--- src/rtl/ste_shift_engine.sv ---
// ste_shift_engine
// ----------------
// Lane-oriented serialiser/deserialiser. A frame starts by loading a parallel
// word. Each enabled step then shifts one LANE_W-bit lane out and one lane in,
// MSB-first or LSB-first. The frame length is programmable up to STEPS lanes.
// A three-state FSM (IDLE -> SHIFT -> DONE) frames the transfer, and an abort
// clears the engine from any state.
//
// Ports:
//   clk              system clock
//   reset_ni         asynchronous reset, active low
//   start_i          load din_parallel_i and begin a frame (IDLE only)
//   abort_i          cancel frame, clear data and counter (highest priority)
//   din_parallel_i   parallel load word
//   din_i            serial input lane
//   shift_en_i       one lane shift per cycle while high in SHIFT
//   cfg_lsb_first_i  0 = MSB-first, 1 = LSB-first (sampled at start)
//   cfg_len_i        steps in the frame, clipped to STEPS (sampled at start)
//   dout_o           lane that leaves on this cycle's shift edge
//   dout_parallel_o  current shift register contents
//   busy_o           frame in progress (SHIFT or DONE)
//   done_o           single-cycle pulse at frame end
module ste_shift_engine #(
  parameter  int SHIFT_W = 16,
  parameter  int LANE_W  = 1,
  localparam int STEPS   = SHIFT_W / LANE_W,
  localparam int CNT_W   = $clog2(STEPS + 1)
) (
  input  logic               clk,
  input  logic               reset_ni,
  input  logic               start_i,
  input  logic               abort_i,
  input  logic [SHIFT_W-1:0] din_parallel_i,
  input  logic [LANE_W-1:0]  din_i,
  input  logic               shift_en_i,
  input  logic               cfg_lsb_first_i,
  input  logic [CNT_W-1:0]   cfg_len_i,
  output logic [LANE_W-1:0]  dout_o,
  output logic [SHIFT_W-1:0] dout_parallel_o,
  output logic               busy_o,
  output logic               done_o
);

  localparam logic [1:0] ST_IDLE  = 2'd0;
  localparam logic [1:0] ST_SHIFT = 2'd1;
  localparam logic [1:0] ST_DONE  = 2'd2;

  localparam logic [CNT_W-1:0] STEPS_C = CNT_W'(STEPS);
  localparam logic [CNT_W-1:0] ONE_C   = CNT_W'(1);

  generate
    if ((LANE_W < 1) || ((SHIFT_W % LANE_W) != 0)) begin : g_bad_lane
      $error("ste_shift_engine: SHIFT_W must be a positive multiple of LANE_W");
    end
  endgenerate

  logic [SHIFT_W-1:0] shift_ff;
  logic [CNT_W-1:0]   cnt_q;
  logic               dir_q;
  logic [1:0]         state_q;

  logic [SHIFT_W-1:0] shift_msb;
  logic [SHIFT_W-1:0] shift_lsb;
  logic [CNT_W-1:0]   len_eff;

  // When one lane fills the whole register, a step just replaces it with din_i.
  // A separate branch avoids a negative-width slice.
  generate
    if (LANE_W == SHIFT_W) begin : g_full_lane
      assign shift_msb = din_i;
      assign shift_lsb = din_i;
    end else begin : g_part_lane
      assign shift_msb = {shift_ff[SHIFT_W-LANE_W-1:0], din_i};
      assign shift_lsb = {din_i, shift_ff[SHIFT_W-1:LANE_W]};
    end
  endgenerate

  assign len_eff = (cfg_len_i > STEPS_C) ? STEPS_C : cfg_len_i;

  always_ff @(posedge clk or negedge reset_ni) begin
    if (!reset_ni) begin
      shift_ff <= '0;
      cnt_q    <= '0;
      dir_q    <= 1'b0;
      state_q  <= ST_IDLE;
    end else if (abort_i) begin
      // dir_q is deliberately kept; only data, count and state are cleared.
      shift_ff <= '0;
      cnt_q    <= '0;
      state_q  <= ST_IDLE;
    end else begin
      case (state_q)
        ST_IDLE: begin
          if (start_i) begin
            shift_ff <= din_parallel_i;
            dir_q    <= cfg_lsb_first_i;
            cnt_q    <= len_eff;
            // A zero-length frame skips SHIFT and leaves the data unchanged.
            state_q  <= (len_eff == '0) ? ST_DONE : ST_SHIFT;
          end
        end
        ST_SHIFT: begin
          if (shift_en_i) begin
            shift_ff <= dir_q ? shift_lsb : shift_msb;
            cnt_q    <= cnt_q - ONE_C;
            if (cnt_q == ONE_C) begin
              state_q <= ST_DONE;
            end
          end
        end
        ST_DONE: begin
          state_q <= ST_IDLE;
        end
        default: begin
          state_q <= ST_IDLE;
        end
      endcase
    end
  end

  assign dout_o          = dir_q ? shift_ff[LANE_W-1:0] : shift_ff[SHIFT_W-1 -: LANE_W];
  assign dout_parallel_o = shift_ff;
  assign busy_o          = (state_q != ST_IDLE);
  assign done_o          = (state_q == ST_DONE);

endmodule
--- config.mk ---
export PLATFORM = sky130hd
export DESIGN_NAME = ste_shift_engine
export DESIGN_NICKNAME = d
export VERILOG_FILES = /design/src/rtl/ste_shift_engine.sv
export SDC_FILE = /design/constraint.sdc
export NUM_CORES = 1
export LEC_CHECK = 0
export CAP_MARGIN = 0
export CORE_UTILIZATION = 46
export CTS_CLUSTER_DIAMETER = 120
export DETAILED_ROUTE_END_ITERATION = 6
export GPL_ROUTABILITY_DRIVEN = 1
export PLACE_DENSITY = 0.8
export SYNTH_ARGS = -nofsm -noshare
export SYNTH_HDL_FRONTEND = slang
export SYNTH_SLANG_ARGS = --single-unit
--- constraint.sdc ---
create_clock -name clk -period 1.6 [get_ports clk]
set_input_delay 0.32 -clock clk [delete_from_list [all_inputs] [get_ports clk]]
set_output_delay 0.32 -clock clk [all_outputs]
set_load 0.05 [all_outputs]
## After elaboration in Yosys (flattened, before gate mapping)

Cells that the tools add are included.

- Register bits: 24
- Bits in latches: 0
- Memory bits (writable): 0
- ROM bits: 0
- Bits of input ports: 28
- Output and inout bits: 19
- Logic and storage cells: 37
- Memories: 0

- Add/subtract/negate cells: 1
- $mul: 0
- Divide/modulo/power cells: 0
- Order comparisons: 1
- Equality and inequality tests: 6
- Shift-type cells: 0
- Muxes and demuxes: 17
- Bitwise gates (word level): 1
- Reductions and logical operators: 7

Operators with widths:

| cell | number |
|---|---|
| 16-bit two-way mux | 4 |
| 16-bit one-hot mux with 2 select lines | 1 |
| 5-bit two-way mux | 4 |
| 2-bit two-way mux | 5 |
| 5-bit one-hot mux with 2 select lines | 1 |
| 3-bit inequality test (second input constant) | 3 |
| 3-bit AND reduction | 3 |
| 5-bit by 1-bit == test with 1-bit output (second input constant) | 1 |
| 5-bit > comparator (second input constant) | 1 |
| 5-bit logical NOT | 1 |
| 5-bit by 1-bit subtractor with 5-bit output (second input constant) | 1 |
| 2-bit one-hot mux with 2 select lines | 1 |
| 3-bit nonzero test | 1 |
| 2-bit by 1-bit == test with 1-bit output (second input constant) | 1 |
| 2-bit == test (second input constant) | 1 |
| 2-bit logical NOT | 1 |
| 2-bit nonzero test | 1 |
| 1-bit two-way mux | 1 |
| 1-bit NOT | 1 |

## Longest topological paths before layout

- Depth in word-level cells: 7
- Mapped depth: 6
- Mapped depth without buffers: 5

## Least setup slack after synthesis

OpenSTA, ideal clock, no wires.

- Path type: register to output
- Start: register dir_q
- End: output port dout_o
- Arrival time: 1213 ps
- Data required time: 1280 ps
- Path slack: 67 ps
- Stages on the path, launching flop included: 4
- Path buffers: 2
- Cell sequence: dfrtp_1 > buf_4 > buf_2 > mux2_2

- Cells in the longest elaborated chain, start to end: 1

RTL lines:

| what | RTL line | source |
|---|---|---|
| start: declaration | 59 | `logic dir_q;` |
| start signal: assignment | 96 | `dir_q <= cfg_lsb_first_i;` |
| 1-bit two-way mux | 121 | `assign dout_o = dir_q ? shift_ff[LANE_W-1:0] : shift_ff[SHIFT_W-1 -: LANE_W];` |
| end: declaration | 38 | `output logic [LANE_W-1:0] dout_o,` |

No other way between the ends.

## Worst setup path after layout

Same ends and word-level chain as after synthesis.

==> impl_metrics.env <==
export IMPL_cpMaxStageDelayCell="dfrtp_1"
export IMPL_ir_drop_v=0.0004740
export IMPL_powerDensity_nw_per_um2=795.2
export IMPL_n_fill_cell=221
export IMPL_insertion_delay_ns=0.30
export IMPL_avgSynthCellArea_sq_um=9.576
export IMPL_async_flop_share_pct=100.0
export IMPL_drive_above_1_share_pct=23.30
export IMPL_period_share_pct=97.25
export IMPL_gp_congestion=0.8699
export IMPL_synthTopCellsByCount="24 x dfrtp_1, 21 x nor2_1, 19 x a21oi_1"
export IMPL_grt_use_met2_pct=43.02
export IMPL_slew_headroom_pct=73.18
export IMPL_via_per_inst=5.644
export IMPL_fin_setup_tns_ns=0
export IMPL_clock_skew_ns=0.006445
export IMPL_path_class="reg -> out"
export IMPL_syn_num_nets=183
export IMPL_die_area_sq_um=3415
export IMPL_drt_iter0_drc=67
export IMPL_fmax_ghz=0.6427
export IMPL_track_usage_pct=24.74
export IMPL_die_h_microns=58.44
export IMPL_ioPinCount=47
export IMPL_core_sq_um=3028
export IMPL_dpl_cell_count=246
export IMPL_portBuffers=46
export IMPL_grtUsageMet1_pct=32.30
export IMPL_synthFlopType="dfrtp_1"
export IMPL_avgRoutedWirePerCell_microns=15.11
export IMPL_rsz0062_at_grt="false"
export IMPL_synth_warnings=0
export IMPL_cts_sinks=24
export IMPL_drv_slew=0
export IMPL_worst_pin_slew_ns=0.4014
export IMPL_synth_top_cell_area_share_pct=40.99
export IMPL_critPathArrivalTime_ns=1.24
export IMPL_routed_wl_microns=3778
export IMPL_slowest_delay_ns=0.42
export IMPL_clkTransAtPathRegs_ns=0.12
export IMPL_ys_ff_latch=24
export IMPL_cap_violations=0
export IMPL_final_cells=250
export IMPL_setup_ws_ns=0.04405
export IMPL_vias=1411
export IMPL_grtUsageMet3_pct=4.615
export IMPL_cts_tree="done"
export IMPL_antenna_found_initial=0
export IMPL_antenna_left=0
export IMPL_overflow=0
export IMPL_crit_family="flip-flops"
export IMPL_cts_buffers_inserted=3
export IMPL_synth_cell_type_count=36
export IMPL_finish_utilization_pct=74.38
export IMPL_crit_chain="mux2_2 > buf_6"
export IMPL_die_w_microns=58.44
export IMPL_synth_most_common_cell="dfrtp_1"
export IMPL_synthCells=153
export IMPL_h_tree_depth=1
export IMPL_cts_buffer_depth=2
export IMPL_n_antenna_cell=0
export IMPL_hpwl_microns=2905
export IMPL_grt_pass1_wl_microns=6651
export IMPL_setup_violations_final=0
export IMPL_cts_root_buf="clkbuf_4"
export IMPL_hold_class="in -> async"
export IMPL_outcome="complete, no violations"
export IMPL_worstPathRequired_ns=1.28
export IMPL_num_rows=20
export IMPL_grt_max_degree=25
export IMPL_path_buf_inv=1
export IMPL_synthTopCellsByArea="dfrtp_1 41%, mux2i_1 11%, o2bb2ai_1 10%, a21oi_1 6.5%, nor2_1 5.4%"
export IMPL_grt_pass1_vias=1450
export IMPL_synth_edf_count=0
export IMPL_synth_area_sq_um=1465
export IMPL_hold_viol=0
export IMPL_start_util_pct=48.39
export IMPL_ys_seq_area_share_pct=40.99
export IMPL_p_leak_nw=0.9667
export IMPL_post_synth_top_area_cell="dfrtp_1"
export IMPL_layout_nets=238
export IMPL_ctsHoldBuffers=0
export IMPL_dr_pass1_iters=4
export IMPL_preCtsSetupSlack_ns=-0.2013
export IMPL_grt_busiest_layer="met2"
export IMPL_syn_to_final_growth_pct=53.71
export IMPL_worst_setup_path_end_kind="output port"
export IMPL_drcViolationCount=0
export IMPL_start_kind="flip-flop"
export IMPL_fin_crit_ns=1.556
export IMPL_crit_path_max_fanout=3
worst reg2reg max path: cells and delay by family (launching register included):
| kind | cells | cell delay (ns) |
|---|---|---|
| flip-flops | 1 | 0.48 |
| buffers and inverters | 1 | 0.19 |
| AO/OA/AOI/OAI | 2 | 0.52 |
| AND/OR/NAND/NOR | 1 | 0.19 |
report_power, final:
group | internal [mW] | leakage [nW] | switching [mW]
registers | 0.663 | 0.317 | 0.0860
clock network | 0.0876 | 0.0138 | 0.169
logic | 0.394 | 0.636 | 0.392
cell families (layout without fill, tap and decap cells):
group / count (synthesis) / count (layout) / share of synthesized area, %
DFF: 24 / 24 / 40.99
muxes: 18 / 18 / 12.47
and+or+nand+nor: 43 / 43 / 15.37
AOI/OAI and AO/OA: 50 / 50 / 23.48
buffers and inverters: 16 / 69 / 5.978
adders and majority gates: 2 / 2 / 1.708
layout make-up:
class                   count  area [sq um]  share of cell area [%]
clock buffers               3         22.52                   1.000
inverters                   5         18.77                  0.8333
multi-input cells         113         784.5                   34.83
flip-flops and latches     24         604.3                   26.83
well taps                  44         55.05                   2.444
repair buffers             61         767.0                   34.06
path summary, 6_finish.rpt:
check                                  startpoint                         endpoint  slack (ns)  cells after the start
max                             dir_q$_DFFE_PN0P_                           dout_o        0.04                      2
min                                      reset_ni           state_q[1]$_DFFE_PN0P_        0.37                      2
max reg2reg                state_q[0]$_DFFE_PN0P_  dout_parallel_o[13]$_DFFE_PN0P_        0.15                      4
min reg2reg                state_q[1]$_DFFE_PN0P_           state_q[0]$_DFFE_PN0P_        0.52                      1
max in group asynchronous                reset_ni   dout_parallel_o[0]$_DFFE_PN0P_        0.98                      2
min in group clk           state_q[1]$_DFFE_PN0P_           state_q[0]$_DFFE_PN0P_        0.52                      1
sequential cells by signal, indices dropped and copies added (netlist names):
signal / cells
dir_q: 1
cnt_q: 5
state_q: 2
dout_parallel_o: 16
repair_timing:
| action | 4_1_cts | 5_1_grt |
|---|---|---|
| setup endpoints to repair | 0 | 17 |
| setup buffers | 0 | 1 |
| resized for setup | 0 | 6 |
metrics by stage:
step                instance area [sq um]  hold WS (ns)  power [mW]
floorplan                            1465       0.02441       1.170
global placement                     2207        0.4916       1.511
detailed placement                   2207        0.5023       1.529
CTS                                  2230        0.3717       1.783
global route                         2252        0.3931       1.881
finish                               2252        0.3676       1.791
layer usage:
metal | vias to the layer above | wire, microns
met1 | 686 | 1564
met5 | - | 0
met3 | 2 | 290
li1 | 668 | -
met2 | 55 | 1910
met4 | 0 | 13
layout by cell type (no fill, tap or decap):
| cell | count |
|---|---|
| a31oi_1 | 1 |
| ha_1 | 2 |
| mux2i_1 | 16 |
| nand2_1 | 1 |
| nand2b_2 | 1 |
| clkbuf_4 | 3 |
| nor2b_1 | 4 |
| nor3_2 | 1 |
| a21o_1 | 2 |
| a211o_1 | 1 |
| inv_1 | 5 |
| o21ai_0 | 4 |
| mux2_2 | 2 |
| nor3b_1 | 1 |
| nand2b_4 | 1 |
| a21oi_1 | 19 |
| a21oi_2 | 1 |
| o211a_1 | 1 |
| buf_6 | 1 |
| dfrtp_1 | 21 |
| o2bb2ai_1 | 17 |
| o22a_1 | 1 |
| dfrtp_2 | 3 |
| buf_4 | 14 |
| a32oi_1 | 1 |
| nor3_1 | 6 |
| nand3_1 | 1 |
| nor2_4 | 1 |
| buf_12 | 19 |
| nor2_1 | 21 |
| or4_1 | 1 |
| nand4_1 | 1 |
| and3b_1 | 1 |
| o22ai_1 | 1 |
| nand2_2 | 1 |
| clkdlybuf4s50_1 | 27 |
| and4b_1 | 1 |
| a211oi_1 | 1 |
Note: power is estimated with default switching activity, not from simulation.
